`src/rtl/vgaram_arbiter_pkg.sv`:
```
// vgaram_arbiter_pkg: shared framebuffer arbiter constants, write entry type and scan address packing.
package vgaram_arbiter_pkg;
   localparam int FIFO_DEPTH = 4;
   localparam int AW = 16;

   typedef struct packed {
      logic [14:0] addr;
      logic [7:0]  data;
   } wr_entry_t;

   // One RAM byte covers a 4x4 pixel block: row from y[8:2], column from x[9:2].
   function automatic logic [AW-1:0] scan_addr(input logic [6:0] row, input logic [7:0] col);
      return {1'b0, row, col};
   endfunction
endpackage

```
`src/rtl/vgaram_arbiter_wr_fifo.sv`:
```
// wr_fifo: CPU write buffer; pointers wrap modulo DEPTH, count tracks occupancy.
module wr_fifo
   import vgaram_arbiter_pkg::*;
#(
   parameter int DEPTH = vgaram_arbiter_pkg::FIFO_DEPTH
) (
   input  logic                           clk,
   input  logic                           reset,
   input  logic                           i_push,
   input  wr_entry_t                      i_din,
   input  logic                           i_pop,
   output wr_entry_t                      o_dout,
   output logic                           o_full,
   output logic                           o_empty,
   output logic [$clog2(DEPTH+1)-1:0]     o_count
);
   localparam int PW = $clog2(DEPTH);
   localparam int CW = $clog2(DEPTH+1);

   wr_entry_t         r_mem [DEPTH];
   logic [PW-1:0]     r_wp;
   logic [PW-1:0]     r_rp;
   logic [CW-1:0]     r_count;
   logic              w_push;
   logic              w_pop;

   assign o_full  = r_count == CW'(DEPTH);
   assign o_empty = r_count == '0;
   assign o_count = r_count;
   assign o_dout  = r_mem[r_rp];
   assign w_push  = i_push && !o_full;
   assign w_pop   = i_pop && !o_empty;

   always_ff @(posedge clk) begin
      if (reset) begin
         r_wp    <= '0;
         r_rp    <= '0;
         r_count <= '0;
      end else begin
         r_wp    <= w_push ? r_wp + 1'b1 : r_wp;
         r_rp    <= w_pop ? r_rp + 1'b1 : r_rp;
         r_count <= r_count + CW'(w_push) - CW'(w_pop);
      end
   end

   always_ff @(posedge clk) begin
      if (w_push) r_mem[r_wp] <= i_din;
   end
endmodule

```
`src/rtl/vgaram_arbiter.sv`:
```
// vgaram_arbiter: shares one framebuffer RAM port between VGA scanout reads and buffered CPU writes.
module vgaram_arbiter
   import vgaram_arbiter_pkg::*;
#(
   parameter int FIFO_DEPTH = vgaram_arbiter_pkg::FIFO_DEPTH,
   parameter int AW         = vgaram_arbiter_pkg::AW
) (
   input  logic          clk,
   input  logic          reset,
   input  logic          cpu_wr_valid,
   output logic          cpu_wr_ready,
   input  logic [14:0]   cpu_wr_addr,
   input  logic [7:0]    cpu_wr_data,
   input  logic [9:0]    vga_x,
   input  logic [9:0]    vga_y,
   input  logic          vga_display,
   output logic [AW-1:0] ram_addr,
   output logic          ram_we,
   output logic [7:0]    ram_wdata,
   input  logic [7:0]    ram_rdata,
   output logic [7:0]    pix_data,
   output logic          pix_display,
   output logic [2:0]    fifo_level,
   output logic          wr_overflow
);
   logic       w_scan;
   logic       w_push;
   logic       w_pop;
   logic       w_full;
   logic       w_empty;
   logic       w_unused;
   wr_entry_t  w_head;
   logic       r_rd_pending;
   logic [7:0] r_hold;
   logic [1:0] r_disp_dly;
   logic       r_overflow;

   assign w_unused = ^{vga_y[9], vga_y[1:0]};

   wr_fifo #(.DEPTH(FIFO_DEPTH)) u_fifo (
      .clk     (clk),
      .reset   (reset),
      .i_push  (w_push),
      .i_din   ('{addr: cpu_wr_addr, data: cpu_wr_data}),
      .i_pop   (w_pop),
      .o_dout  (w_head),
      .o_full  (w_full),
      .o_empty (w_empty),
      .o_count (fifo_level)
   );

   // Scan slots win outright; reset silences the RAM port and the CPU handshake.
   always_comb begin
      w_scan       = vga_display && vga_x[1:0] == 2'b00;
      cpu_wr_ready = !reset && !w_full;
      w_push       = cpu_wr_valid && cpu_wr_ready;
      w_pop        = !reset && !w_scan && !w_empty;
      ram_we       = w_pop;
      ram_addr     = (!reset && w_scan) ? AW'(scan_addr(vga_y[8:2], vga_x[9:2])) :
                     w_pop ? AW'({1'b0, w_head.addr}) : '0;
      ram_wdata    = w_pop ? w_head.data : '0;
   end

   always_ff @(posedge clk) begin
      if (reset) begin
         r_rd_pending <= 1'b0;
         r_hold       <= '0;
         r_disp_dly   <= '0;
         r_overflow   <= 1'b0;
      end else begin
         r_rd_pending <= w_scan;
         r_hold       <= r_rd_pending ? ram_rdata : r_hold;
         r_disp_dly   <= {r_disp_dly[0], vga_display};
         r_overflow   <= r_overflow || (cpu_wr_valid && !cpu_wr_ready);
      end
   end

   assign pix_data    = r_hold;
   assign pix_display = r_disp_dly[1];
   assign wr_overflow = r_overflow;
endmodule

```
`config.mk`:
```
export PLATFORM = sky130hd
export DESIGN_NAME = vgaram_arbiter
export DESIGN_NICKNAME = d
export VERILOG_FILES = /design/src/rtl/vgaram_arbiter_pkg.sv /design/src/rtl/vgaram_arbiter_wr_fifo.sv /design/src/rtl/vgaram_arbiter.sv
export SDC_FILE = /design/constraint.sdc
export NUM_CORES = 1
export LEC_CHECK = 0
export BUFFER_PORTS_ARGS = -buffer_cell sky130_fd_sc_hd__buf_2
export CAP_MARGIN = 20
export CORE_MARGIN = 3
export CORE_UTILIZATION = 58
export DETAILED_ROUTE_END_ITERATION = 7
export PLACE_DENSITY = 0.88
export SLEW_MARGIN = 10
export SYNTH_ARGS = -nofsm -noshare
export SYNTH_HDL_FRONTEND = slang
export SYNTH_HIERARCHICAL = 1
export SYNTH_SLANG_ARGS = --single-unit
export TNS_END_PERCENT = 30
```
`constraint.sdc`:
```
create_clock -name clk -period 8.3 [get_ports clk]
set_clock_uncertainty 0.2 [all_clocks]
set_input_delay 1.66 -clock clk [delete_from_list [all_inputs] [get_ports clk]]
set_output_delay 1.66 -clock clk [all_outputs]
set_load 0.01 [all_outputs]
```
* Yosys cells after proc, flatten, opt, wreduce, memory -nomap -nowiden
Memories as Yosys holds them, arrays and structs flattened. A register that Yosys moved wholly into a read port is not among the register bits.
Index checks and enable logic that the tools add are counted.
** Storage, ports and cells
- Register bits :: 19
- Bits in writable memories :: 92
- Output and inout bits :: 39
- Logic and storage cells :: 37
- Memories kept :: 1
** Operators by class
- $add $sub $neg :: 4
- Equality and inequality tests :: 1
- Multiplexer cells :: 7
- Reductions and logical operators :: 17
** Memory list
- u_fifo.r_mem :: depth 4, bits a word 23, read ports 1, clocked after Yosys merged registers in 1, wr ports 1, line vgaram_arbiter_wr_fifo.sv:20 : wr_entry_t r_mem [DEPTH];
** Operators with widths (count)
- $mux 15 :: 2
- $logic_and 1x1->1 :: 9
- $mux 8 :: 1
- $logic_not 1->1 :: 5
- $add 2x1->2 const B :: 2
- $mux 2 :: 2
- $add 3x1->3 :: 1
- $eq 3x3->1 const B :: 1
- $logic_not 3->1 :: 1
- $sub 3x1->3 :: 1
- $logic_not 2->1 :: 1
- $mux 1 :: 2
- $logic_or 1x1->1 :: 1

* Logic depth before layout (Yosys ltp)
- Depth after elaboration :: 8
- Mapped depth :: 14
- Depth with buffers taken out :: 13

* By module
Netlist, hierarchy kept.
** Modules (own cells, without submodules)
- wr_fifo :: instances 1, cells each 171, area an instance 3828.7 um^2, sequential area each 2942.8 um^2
- vgaram_arbiter :: instances 1, cells each 71, area an instance 713.2 um^2, sequential area each 240.2 um^2

* Least setup slack after synthesis
No wires, ideal clock.
- Path type :: in2out
- Start point :: input vga_x[1]
- End point :: output ram_addr[13]
- Arrival :: 2569 ps
- Data required time :: 6440 ps
- Path slack :: 3871 ps
- Stages on the path :: 4
- Path buffers :: 2
- Cell sequence :: or3b_1 -> buf_6 -> buf_6 -> a32o_1
** Between the ends
- Longest elaborated chain between the ends :: 7
- Elaborated cells between the ends (all ways) :: 8
- Those cells by class :: 2 x mux; 6 x reduce/logical
** Ends and longest elaborated chain
- from (decl) :: line vgaram_arbiter.sv:14 : input logic [9:0] vga_x,
- $logic_not 2->1 * :: line vgaram_arbiter.sv:54 : w_scan = vga_display && vga_x[1:0] == 2'b00;
- $logic_and 1x1->1 * :: line vgaram_arbiter.sv:54
- $logic_not 1->1 :: line vgaram_arbiter.sv:57 : w_pop = !reset && !w_scan && !w_empty;
- $logic_and 1x1->1 (2 in a row) :: line vgaram_arbiter.sv:57
- $mux 15 :: line vgaram_arbiter.sv:60 : w_pop ? AW'({1'b0, w_head.addr}) : '0;
- $mux 15 * :: line vgaram_arbiter.sv:59 : ram_addr = (!reset && w_scan) ? AW'(scan_addr(vga_y[8:2], vga_x[9:2])) :
- to (decl) :: line vgaram_arbiter.sv:17 : output logic [AW-1:0] ram_addr,
Mark *: on every way between the ends. The rest lies on a longest branch, timed or not.

* Worst setup path after layout
- Start point :: input reset
- End point :: output ram_addr[0]
** Between the ends
- Longest elaborated chain between the ends :: 5
- Elaborated cells between the ends (all ways) :: 6
- Those cells by class :: 2 x mux; 4 x reduce/logical
** Ends and longest elaborated chain
- from (decl) :: line vgaram_arbiter.sv:9 : input logic reset,
- $logic_not 1->1 * :: line vgaram_arbiter.sv:57, vgaram_arbiter.sv:59
- $logic_and 1x1->1 (2 in a row) :: line vgaram_arbiter.sv:57
- $mux 15 :: line vgaram_arbiter.sv:60
- $mux 15 * :: line vgaram_arbiter.sv:59
Marks and branches as above.

==> impl_metrics.ini <==
[clocking]
cts_resized = 0
clkTransAtPathRegs_ns = 0.05
cts-root-buf = clkbuf_8
post-cts-setup-buffer-count = 0
worst_skew_pair.late_latency_ns = 0.49
cts_tree = yes
clk_path_buf_depth = 2
clock-sinks = 113
h-tree-depth = 4
numCtsBuffers = 17
holdBufCountCts = 0

[drt]
via_count = 2595
antenna_left = 0
drt-initial-drc-count = 128
drt_first_pass_iters = 4
drcViolationCount = 0
via_per_inst = 5.73
wl_mm = 9.01
wl_per_cell_um = 19.9

[yosys]
ys_warn_count = 6
synth-async-reset-ratio = 0
synth_cell_type_count = 33
syn_area_per_cell_sq_um = 18.8
synth_ff_type = edfxtp_1
syn_inst = 242
yosysSeqAreaShare = 0.701
synth_edf_count = 92
synth_nets = 304
ys_ff_latch = 113
syn_area_sq_um = 4540

[timing]
setup_slack_ns = 3.26
min_period_ns = 5.04
finalCritPeriodShare = 0.607
rsz0062_at_grt = no
fmax_mhz = 198
hold_viol = 0
worst_pin_slew_ns = 1.02
slew_violations = 0
maxSlewHeadroom = 0.320
fin_tns_setup_ns = 0
setup_violations = 0

[run_status]
status = finished clean

[die]
die_h_um = 94.5
design.die.area_sq_um = 8930
die_w_um = 94.5
initial_core_util = 0.613
io_pins = 94
rows = 31
core_sq_um = 7410

[flow_run]
maxCapViolCount = 0

[global_route]
grt_start_max_net_pins = 25
grt_pass1_vias = 2613
grt-ovfl-total = 0
grt_antenna_before_repair = 0
grt_usage = 0.221
grt_pass1_wl_mm = 14.0

[critical_path]
slowest_delay_ns = 0.88
reg2reg_slack_ns = 5.30
crit_family = simple AND/OR/NAND/NOR gates
crit_buf_inv = 2
worst_setup_path_end_kind = output pin
required_ns = 6.44
start_kind = input pin
worst-path-max-fanout = 23
worstPathArrival_ns = 3.18
cpMaxStageDelayCell = nor4b_4
critPathMostFrequentCell = buf_2
crit_type = input pin to output pin
path_cells = buf_2, nor4b_4, a32o_2, buf_2

[power_and_ir_drop]
power_frac_comb = 0.153
seqPwrFrac = 0.439
p_sw_frac = 0.252
leakagePower_nw = 2.18
p_clk_frac = 0.409
cellPowerDensity_nw_per_um2 = 277
switching_power_mw = 0.390
vdd_drop_max_uv = 181
p_int_mw = 1.16
power_mw = 1.55

[finish]
drive_gt1_frac = 0.469
area_growth_pct = 23.1
final_cell_mix = edfxtp_1, buf_2, dfxtp_1, mux4_2, clkbuf_16
final_common_cell = edfxtp_1
antennaDiodeCount = 0
fillers = 444
layout.nets = 403

[min_path]
hold_path_class = flip-flop to flip-flop

[placement]
place_congestion = 0.669
place_hpwl_mm = 5.23
pre_cts_ws_ns = 3.17
io_buffers = 89
==> area by class of cell <==
type	instances	area, sq um	share of cell area
clock buffer	18	418	0.0748
sequential	113	3180	0.570
multi-input combinational	107	1200	0.215
clock inverter	14	118	0.0210
tap	99	124	0.0222
timing repair buffer	95	518	0.0927
inverter	7	26.3	0.00470
==> cells in the mapped netlist (2+ instances only) <==
cell / instances / share of area
o21ai_0: 2 / 0.0022
buf_6: 3 / 0.0074
mux2i_1: 9 / 0.020
and3_1: 8 / 0.011
nand2b_1: 2 / 0.0028
a32o_2: 14 / 0.035
and2_1: 7 / 0.0096
inv_1: 7 / 0.0058
xor2_1: 2 / 0.0039
dfxtp_1: 21 / 0.093
edfxtp_1: 92 / 0.61
a21oi_1: 3 / 0.0033
mux4_2: 20 / 0.099
clkbuf_1: 3 / 0.0025
nor2b_1: 3 / 0.0041
mux4_1: 3 / 0.017
or3_1: 2 / 0.0028
buf_12: 2 / 0.0088
ha_1: 6 / 0.017
nor2_1: 15 / 0.012
buf_2: 5 / 0.0055
nor3_1: 2 / 0.0022
==> power by group through the flow <==
stage,clock network (mW),logic (mW),registers (mW)
after floorplan,0,0.172,0.674
after global placement,0,0.222,0.690
after detailed placement,0,0.228,0.691
after CTS,0.645,0.233,0.681
after global routing,0.674,0.259,0.685
final,0.634,0.236,0.680
==> worst reg2reg max path, stage by stage (launching register included) <==
cell	delay (ns)
dfxtp_1	0.48
nor3_1	0.14
nor2_2	0.43
and2_1	0.26
o31ai_2	0.10
inv_1	0.07
ha_1	0.22
inv_1	0.06
ha_1	0.13
inv_1	0.05
fa_1	0.37
xor2_1	0.16
and2_1	0.17
nor3_1	0.11
==> metrics by stage <==
step	hold slack [ns]	cell area (sq um)	std cells	utilization
detailed placement	0.233	5040	420	0.680
finish	0.243	5590	453	0.755
floorplan	0.214	4540	242	-
global route	0.273	5590	453	0.755
CTS	0.246	5580	452	0.753
global placement	0.219	5010	419	0.677
==> kinds of logic (layout without fill, tap and decap cells) <==
family / after synthesis / in the layout / share of synthesized area
AO/OA/AOI/OAI: 21 / 21 / 0.0452
XOR/XNOR: 2 / 2 / 0.00386
adder cells (fa/ha/maj): 7 / 7 / 0.0209
buffers and inverters: 22 / 134 / 0.0350
flip-flops: 113 / 113 / 0.701
multiplexers: 32 / 32 / 0.136
other: 1 / 1 / 0.000826
AND/OR/NAND/NOR: 44 / 44 / 0.0570
==> worst paths after layout <==
check / startpoint / to / cells past startpoint
hold reg to reg: r_disp_dly[0] / r_disp_dly[1] / 1
hold / removal: r_disp_dly[0] / r_disp_dly[1] / 1
setup / recovery: reset / ram_addr[0] / 4
setup reg to reg: u_fifo/o_count[1] / u_fifo/o_count[2] / 13
==> state kept, by name, summed over array words and instances (netlist names), named ones only <==
name and cells:
r_rd_pending 1, pix_data 8, u_fifo/r_mem 92, u_fifo/r_wp 2, u_fifo/r_rp 2, r_disp_dly 2, u_fifo/o_count 3, wr_overflow 1
==> layer usage <==
layer,share of wire,global-route usage,vias up
li1,-,-,1167
met3,0.075,0.0693,4
met5,0,0,-
met1,0.42,0.291,1308
met2,0.50,0.356,116
met4,0.0061,0.0709,0
Power figures use the tool's default switching activity.
